## src/rtl/mult_div_pkg.sv

```systemverilog
// Shared definitions for the multicycle multiply/divide units: FSM state
// encodings, Booth recoding operations and default operand width.
package mult_div_pkg;

   localparam int DEF_WIDTH = 32;
   localparam int DEF_CNT_W = 5;

   typedef enum logic [1:0] {
      ST_IDLE = 2'd0,
      ST_RUN  = 2'd1,
      ST_DONE = 2'd2
   } state_t;

   typedef enum logic [1:0] {
      BOOTH_NOP = 2'd0,
      BOOTH_ADD = 2'd1,
      BOOTH_SUB = 2'd2
   } booth_op_t;

   // Radix-2 Booth recoding of the pair {Q[0], Q_-1}.
   function automatic booth_op_t boothOp(input logic q0, input logic qm1);
      booth_op_t op;
      case ({q0, qm1})
         2'b01:   op = BOOTH_ADD;
         2'b10:   op = BOOTH_SUB;
         default: op = BOOTH_NOP;
      endcase
      return op;
   endfunction

endpackage

```

## src/rtl/mult_booth_if.sv

```systemverilog
// StartMult/MultEnd handshake between the control unit and the Booth multiplier.
interface mult_booth_if
   import mult_div_pkg::*;
   #(parameter int WIDTH = DEF_WIDTH);

   logic             start;
   logic [WIDTH-1:0] a_in;
   logic [WIDTH-1:0] b_in;
   logic [WIDTH-1:0] hi_out;
   logic [WIDTH-1:0] lo_out;
   logic             busy;
   logic             mult_end;

   modport master (
      output start, a_in, b_in,
      input  hi_out, lo_out, busy, mult_end
   );

   modport slave (
      input  start, a_in, b_in,
      output hi_out, lo_out, busy, mult_end
   );

endinterface

```

## src/rtl/mult_booth_step.sv

```systemverilog
// One combinational radix-2 Booth step: conditional add/subtract of M into
// acc, then arithmetic right shift of {acc, Q, Q_-1}.
module mult_booth_step
   import mult_div_pkg::*;
   #(parameter int WIDTH = DEF_WIDTH)
   (
   input  logic signed [WIDTH:0]   acc,
   input  logic        [WIDTH-1:0] q,
   input  logic                    qm1,
   input  logic signed [WIDTH:0]   m,
   output logic signed [WIDTH:0]   accOut,
   output logic        [WIDTH-1:0] qOut,
   output logic                    qm1Out
   );

   logic signed [WIDTH:0] sum;

   always_comb begin
      sum = acc;
      case (boothOp(q[0], qm1))
         BOOTH_ADD: sum = acc + m;
         BOOTH_SUB: sum = acc - m;
         default:   sum = acc;
      endcase
   end

   // acc is one bit wider than the operands, so its MSB is the true sign.
   assign accOut = {sum[WIDTH], sum[WIDTH:1]};
   assign qOut   = {sum[0], q[WIDTH-1:1]};
   assign qm1Out = q[0];

endmodule

```

## src/rtl/mult_booth.sv

```systemverilog
// Multicycle signed WIDTHxWIDTH Booth multiplier: one Booth step per cycle,
// registered HI/LO product and a one-cycle MultEnd pulse.
module mult_booth
   import mult_div_pkg::*;
   #(
   parameter int WIDTH = DEF_WIDTH,
   parameter int CNT_W = DEF_CNT_W
   )
   (
   input  logic         clock,
   input  logic         reset,
   mult_booth_if.slave  bus
   );

   localparam logic [CNT_W-1:0] LAST_CNT = CNT_W'(WIDTH - 1);

   state_t                  state, nextState;
   logic [CNT_W-1:0]        cnt;
   logic signed [WIDTH:0]   accReg, mReg, accNext;
   logic        [WIDTH-1:0] qReg, qNext;
   logic                    qm1Reg, qm1Next;
   logic                    loadOp, stepEn, lastStep;

   mult_booth_step #(.WIDTH(WIDTH)) uStep (
      .acc    (accReg),
      .q      (qReg),
      .qm1    (qm1Reg),
      .m      (mReg),
      .accOut (accNext),
      .qOut   (qNext),
      .qm1Out (qm1Next)
   );

   always_comb begin
      nextState    = state;
      loadOp       = 1'b0;
      stepEn       = 1'b0;
      lastStep     = 1'b0;
      bus.busy     = 1'b0;
      bus.mult_end = 1'b0;
      case (state)
         ST_IDLE: begin
            if (bus.start) begin
               loadOp    = 1'b1;
               nextState = ST_RUN;
            end
         end
         ST_RUN: begin
            bus.busy = 1'b1;
            stepEn   = 1'b1;
            if (cnt == LAST_CNT) begin
               lastStep  = 1'b1;
               nextState = ST_DONE;
            end
         end
         ST_DONE: begin
            bus.mult_end = 1'b1;
            nextState    = ST_IDLE;
         end
         default: nextState = ST_IDLE;
      endcase
   end

   always_ff @(posedge clock) begin
      if (reset) begin
         state      <= ST_IDLE;
         cnt        <= '0;
         accReg     <= '0;
         qReg       <= '0;
         qm1Reg     <= 1'b0;
         mReg       <= '0;
         bus.hi_out <= '0;
         bus.lo_out <= '0;
      end else begin
         state <= nextState;
         if (loadOp) begin
            mReg   <= {bus.a_in[WIDTH-1], bus.a_in};
            qReg   <= bus.b_in;
            qm1Reg <= 1'b0;
            accReg <= '0;
            cnt    <= '0;
         end else if (stepEn) begin
            accReg <= accNext;
            qReg   <= qNext;
            qm1Reg <= qm1Next;
            cnt    <= cnt + CNT_W'(1);
            // Final step: the low WIDTH bits of acc and Q hold the exact product.
            if (lastStep) begin
               bus.hi_out <= accNext[WIDTH-1:0];
               bus.lo_out <= qNext;
            end
         end
      end
   end

endmodule

```

## src/flat_wrapper.sv

```systemverilog
// flat-port wrapper written by rule: the top's interface ports become plain ports
module mult_booth_flat import mult_div_pkg::*;
#(
   parameter int WIDTH = DEF_WIDTH,
   parameter int CNT_W = DEF_CNT_W
   )
  (clock, reset, bus_start, bus_a_in, bus_b_in, bus_hi_out, bus_lo_out, bus_busy, bus_mult_end);
  mult_booth_if #(.WIDTH(WIDTH)) bus_i ();
  input  logic clock;
  input  logic reset;
  input wire logic [$bits(bus_i.start)-1:0] bus_start;
  input wire logic [$bits(bus_i.a_in)-1:0] bus_a_in;
  input wire logic [$bits(bus_i.b_in)-1:0] bus_b_in;
  output wire logic [$bits(bus_i.hi_out)-1:0] bus_hi_out;
  output wire logic [$bits(bus_i.lo_out)-1:0] bus_lo_out;
  output wire logic [$bits(bus_i.busy)-1:0] bus_busy;
  output wire logic [$bits(bus_i.mult_end)-1:0] bus_mult_end;
  assign bus_i.start = bus_start;
  assign bus_i.a_in = bus_a_in;
  assign bus_i.b_in = bus_b_in;
  assign bus_hi_out = bus_i.hi_out;
  assign bus_lo_out = bus_i.lo_out;
  assign bus_busy = bus_i.busy;
  assign bus_mult_end = bus_i.mult_end;
  mult_booth #(.WIDTH(WIDTH), .CNT_W(CNT_W)) u_core (.clock(clock), .reset(reset), .bus(bus_i));
endmodule
```

## config.mk

```make
export PLATFORM = sky130hd
export DESIGN_NAME = mult_booth_flat
export DESIGN_NICKNAME = d
export VERILOG_FILES = /design/src/rtl/mult_div_pkg.sv /design/src/rtl/mult_booth_if.sv /design/src/rtl/mult_booth_step.sv /design/src/rtl/mult_booth.sv /design/src/flat_wrapper.sv
export SDC_FILE = /design/constraint.sdc
export NUM_CORES = 1
export LEC_CHECK = 0
export CORE_MARGIN = 3
export CORE_UTILIZATION = 55
export DETAILED_ROUTE_END_ITERATION = 6
export PLACE_DENSITY = 0.8
export REMOVE_ABC_BUFFERS = 1
export SLEW_MARGIN = 25
export SYNTH_ARGS = -nofsm -noshare
export SYNTH_HDL_FRONTEND = slang
export SYNTH_HIERARCHICAL = 1
export SYNTH_SLANG_ARGS = --single-unit
```

## constraint.sdc

```tcl
create_clock -name clock -period 4.9 [get_ports clock]
set_input_delay 0.98 -clock clock [delete_from_list [all_inputs] [get_ports clock]]
set_output_delay 0.98 -clock clock [all_outputs]
set_load 0.02 [all_outputs]
```

==> results.toml <==
[global_routing]
antenna_found_initial = 1
gr-total-overflow = 0
grt_first_pass_wirelength_um = 39200
track_usage = 0.263
grt_max_degree = 69
grt_pass1_vias = 7717

[sta]
finalCritPeriodShare = 0.893
hold_viol_final = 0
finClkSkew_ps = 11.4
slew_headroom = 0.387
period_minus_slack_ps = 4370
tightest_slew_ps = 918
rsz0062_at_grt = "no"
tns_ps = 0
timing.fmax_mhz = 229
slew_violations = 0
setup_viol = 0

[yosys]
synth_top_cell_area_share = 0.361
yosys-top-cells-count = "dfxtp_1 (169), nand2_1 (117), a21oi_1 (110)"
ys_types = 64
synth_top_family_by_area = "simple AND/OR/NAND/NOR gates"
synth_area_leaders = "dfxtp_1 (36%), a22o_1 (6.0%), a21oi_1 (5.9%), ha_1 (4.8%), nand2_1 (4.7%)"
syn_area_per_cell_um2 = 8.30
synth_area_um2 = 9370
synth_ff_type = "dfxtp_1"
synth_edf_count = 0
synth-simple-area-share = 0.211
ys_async_sr_fraction = 0
synth-seq-cells = 169
muxShareOfSynthArea = 0.0434
synth_xor_area_frac = 0.0503
yosysMostFrequentCell = "dfxtp_1"
synth_compound_area_frac = 0.211
ys_warn_count = 6
netlist_instances = 1129
yosys.area_share.adder = 0.0502
seq_area_frac_synth = 0.361
synth_top_area_cell = "dfxtp_1"

[power]
p_per_area_nw_per_um2 = 337
ir_drop_v = 0.000268
finalPower_mw = 3.74
p_leak_nw = 4.25

[final_layout]
layout-drive-gt1-share = 0.0886
nets = 1288
diodes = 0
syn_to_final_growth_pct = 18.5

[placement]
hpwl_um = 16700
io_buffers = 132
place_congestion = 0.900

[floorplanning]
fp.dieH_um = 137
io_pins = 133
start_util = 0.563
die_area_um2 = 18600
core_area_um2 = 16600
die-width_um = 137
rows = 47

[drt]
finalWirelength_um = 24600
drc_errors = 0
drt_iter0_markers = 742
first_pass_iters = 5
via_per_inst = 5.87
postRouteAntennaNets = 0
num_vias = 8322
wl_per_cell_um = 17.4

[worst_setup_path]
worstPathMaxFanout = 6
worstPathArrival_ps = 4740
cp.required_ps = 5260
critPathMostFrequentCell = "a21oi_1"
critPathKind = "reg -> reg"
cp_slowest_cell = "or4_4"
endpoint_kind = "register"
crit_chain = "or4_4 > nor4_1 > buf_4 > nand2_1 > nor2_1 > nor2_1 > xnor2_1 > ha_1 > a21oi_1 > o211ai_1 > a41oi_1 > a31oi_1 > a21oi_1 > nor4bb_1 > a211oi_1 > nand2_1 > a21oi_1"
worst_path_largest_cell_delay_ps = 560
startpoint_type = "register"

[clock_network]
cts_root_buf = "clkbuf_16"
clkLatencyLatePin_ps = 440
cts_sinks = 169
post_cts_buffers = 0
cts-resized-gates = 0
clk_pin_slew_ps = 70
cts_hold_buf = 0
cts_buffers = 17
cts.path.max_buffers = 2
htree_levels = 4
cts_tree = "done"

[flow_run]
cap_violations = 0

[hold_path]
hp-class = "reg -> reg"

[run_status]
status = "complete, no violations"
cell type report:
class	count	area, µm²
Fill cell	1388	5540
Timing Repair Buffer	145	1430
Clock inverter	14	183
Multi-Input combinational cell	829	5320
Sequential cell	169	3380
Inverter	22	82.6
Clock buffer	18	439
Tap cell	220	275
power breakdown:
part | switching, mW | internal [mW]
logic | 0.478 | 0.345
registers | 0.0510 | 1.43
clock network | 0.612 | 0.830
final timing paths:
| path | cells after the start | end | start | slack [ps] |
|---|---|---|---|---|
| worst max-delay path | 17 | u_core/accReg[27]$_SDFFE_PP0P_ | u_core/mReg[3]$_SDFFE_PP0P_ | 530 |
| worst min register to register | 2 | u_core/accReg[0]$_SDFFE_PP0P_ | u_core/accReg[0]$_SDFFE_PP0P_ | 470 |
| worst max register to register | 17 | u_core/accReg[27]$_SDFFE_PP0P_ | u_core/mReg[3]$_SDFFE_PP0P_ | 530 |
| worst min-delay path | 2 | u_core/accReg[0]$_SDFFE_PP0P_ | u_core/accReg[0]$_SDFFE_PP0P_ | 470 |
layer usage:
metal	part of all wire	global-route usage	routed length (µm)	up-vias
met5	0.00053	0	13	-
met4	0.013	0.0705	314	2
met3	0.077	0.0805	1890	28
met2	0.46	0.415	11400	302
met1	0.45	0.350	11000	3924
li1	-	-	-	4066
worst max-delay path: cells and delay by family, from the launching register on:
family,cells,cell delay [ps]
buffers and inverters,1,200
xor gates and xnor gates,1,260
AOI/OAI and AO/OA,7,1790
DFF,1,360
adders and majority gates,1,360
and+or+nand+nor,7,1320
placed cells by master, fill, tap and decap left out, types with 37 or more instances in the layout:
cell type	count
a21oi_1	110
a22o_1	64
clkdlybuf4s50_1	131
dfxtp_1	168
nand2_1	117
nand2b_1	37
nor2_1	108
nor3_1	50
o21ai_0	46
registers in the layout (all words and copies together) (netlist names):
name,cells
u_core/cnt,5
u_core/bus.lo_out,32
u_core/accReg,33
u_core/qm1Reg,1
u_core/bus.hi_out,32
u_core/qReg,32
u_core/mReg,32
u_core/state,2
logic make-up after synthesis:
| family | after synthesis |
|---|---|
| and+or+nand+nor | 399 |
| AOI/OAI and AO/OA | 300 |
| DFF | 169 |
| buffers and inverters | 131 |
| xor gates and xnor gates | 53 |
| muxes | 40 |
| adders and majority gates | 37 |
stage by stage:
| step | hold WS [ps] | util | area (µm²) | worst slack (ps) | instances |
|---|---|---|---|---|---|
| 3_5_place_dp | 464 | 0.630 | 10500 | 685 | 1385 |
| 6_report | 468 | 0.667 | 11100 | 526 | 1417 |
| 4_1_cts | 473 | 0.667 | 11100 | 631 | 1417 |
| 2_1_floorplan | 436 | - | 8770 | -825 | 1020 |
| 5_1_grt | 485 | 0.667 | 11100 | 216 | 1417 |
| 3_3_place_gp | 442 | 0.630 | 10500 | 766 | 1385 |
No activity file was read; power rests on OpenSTA's default activity.
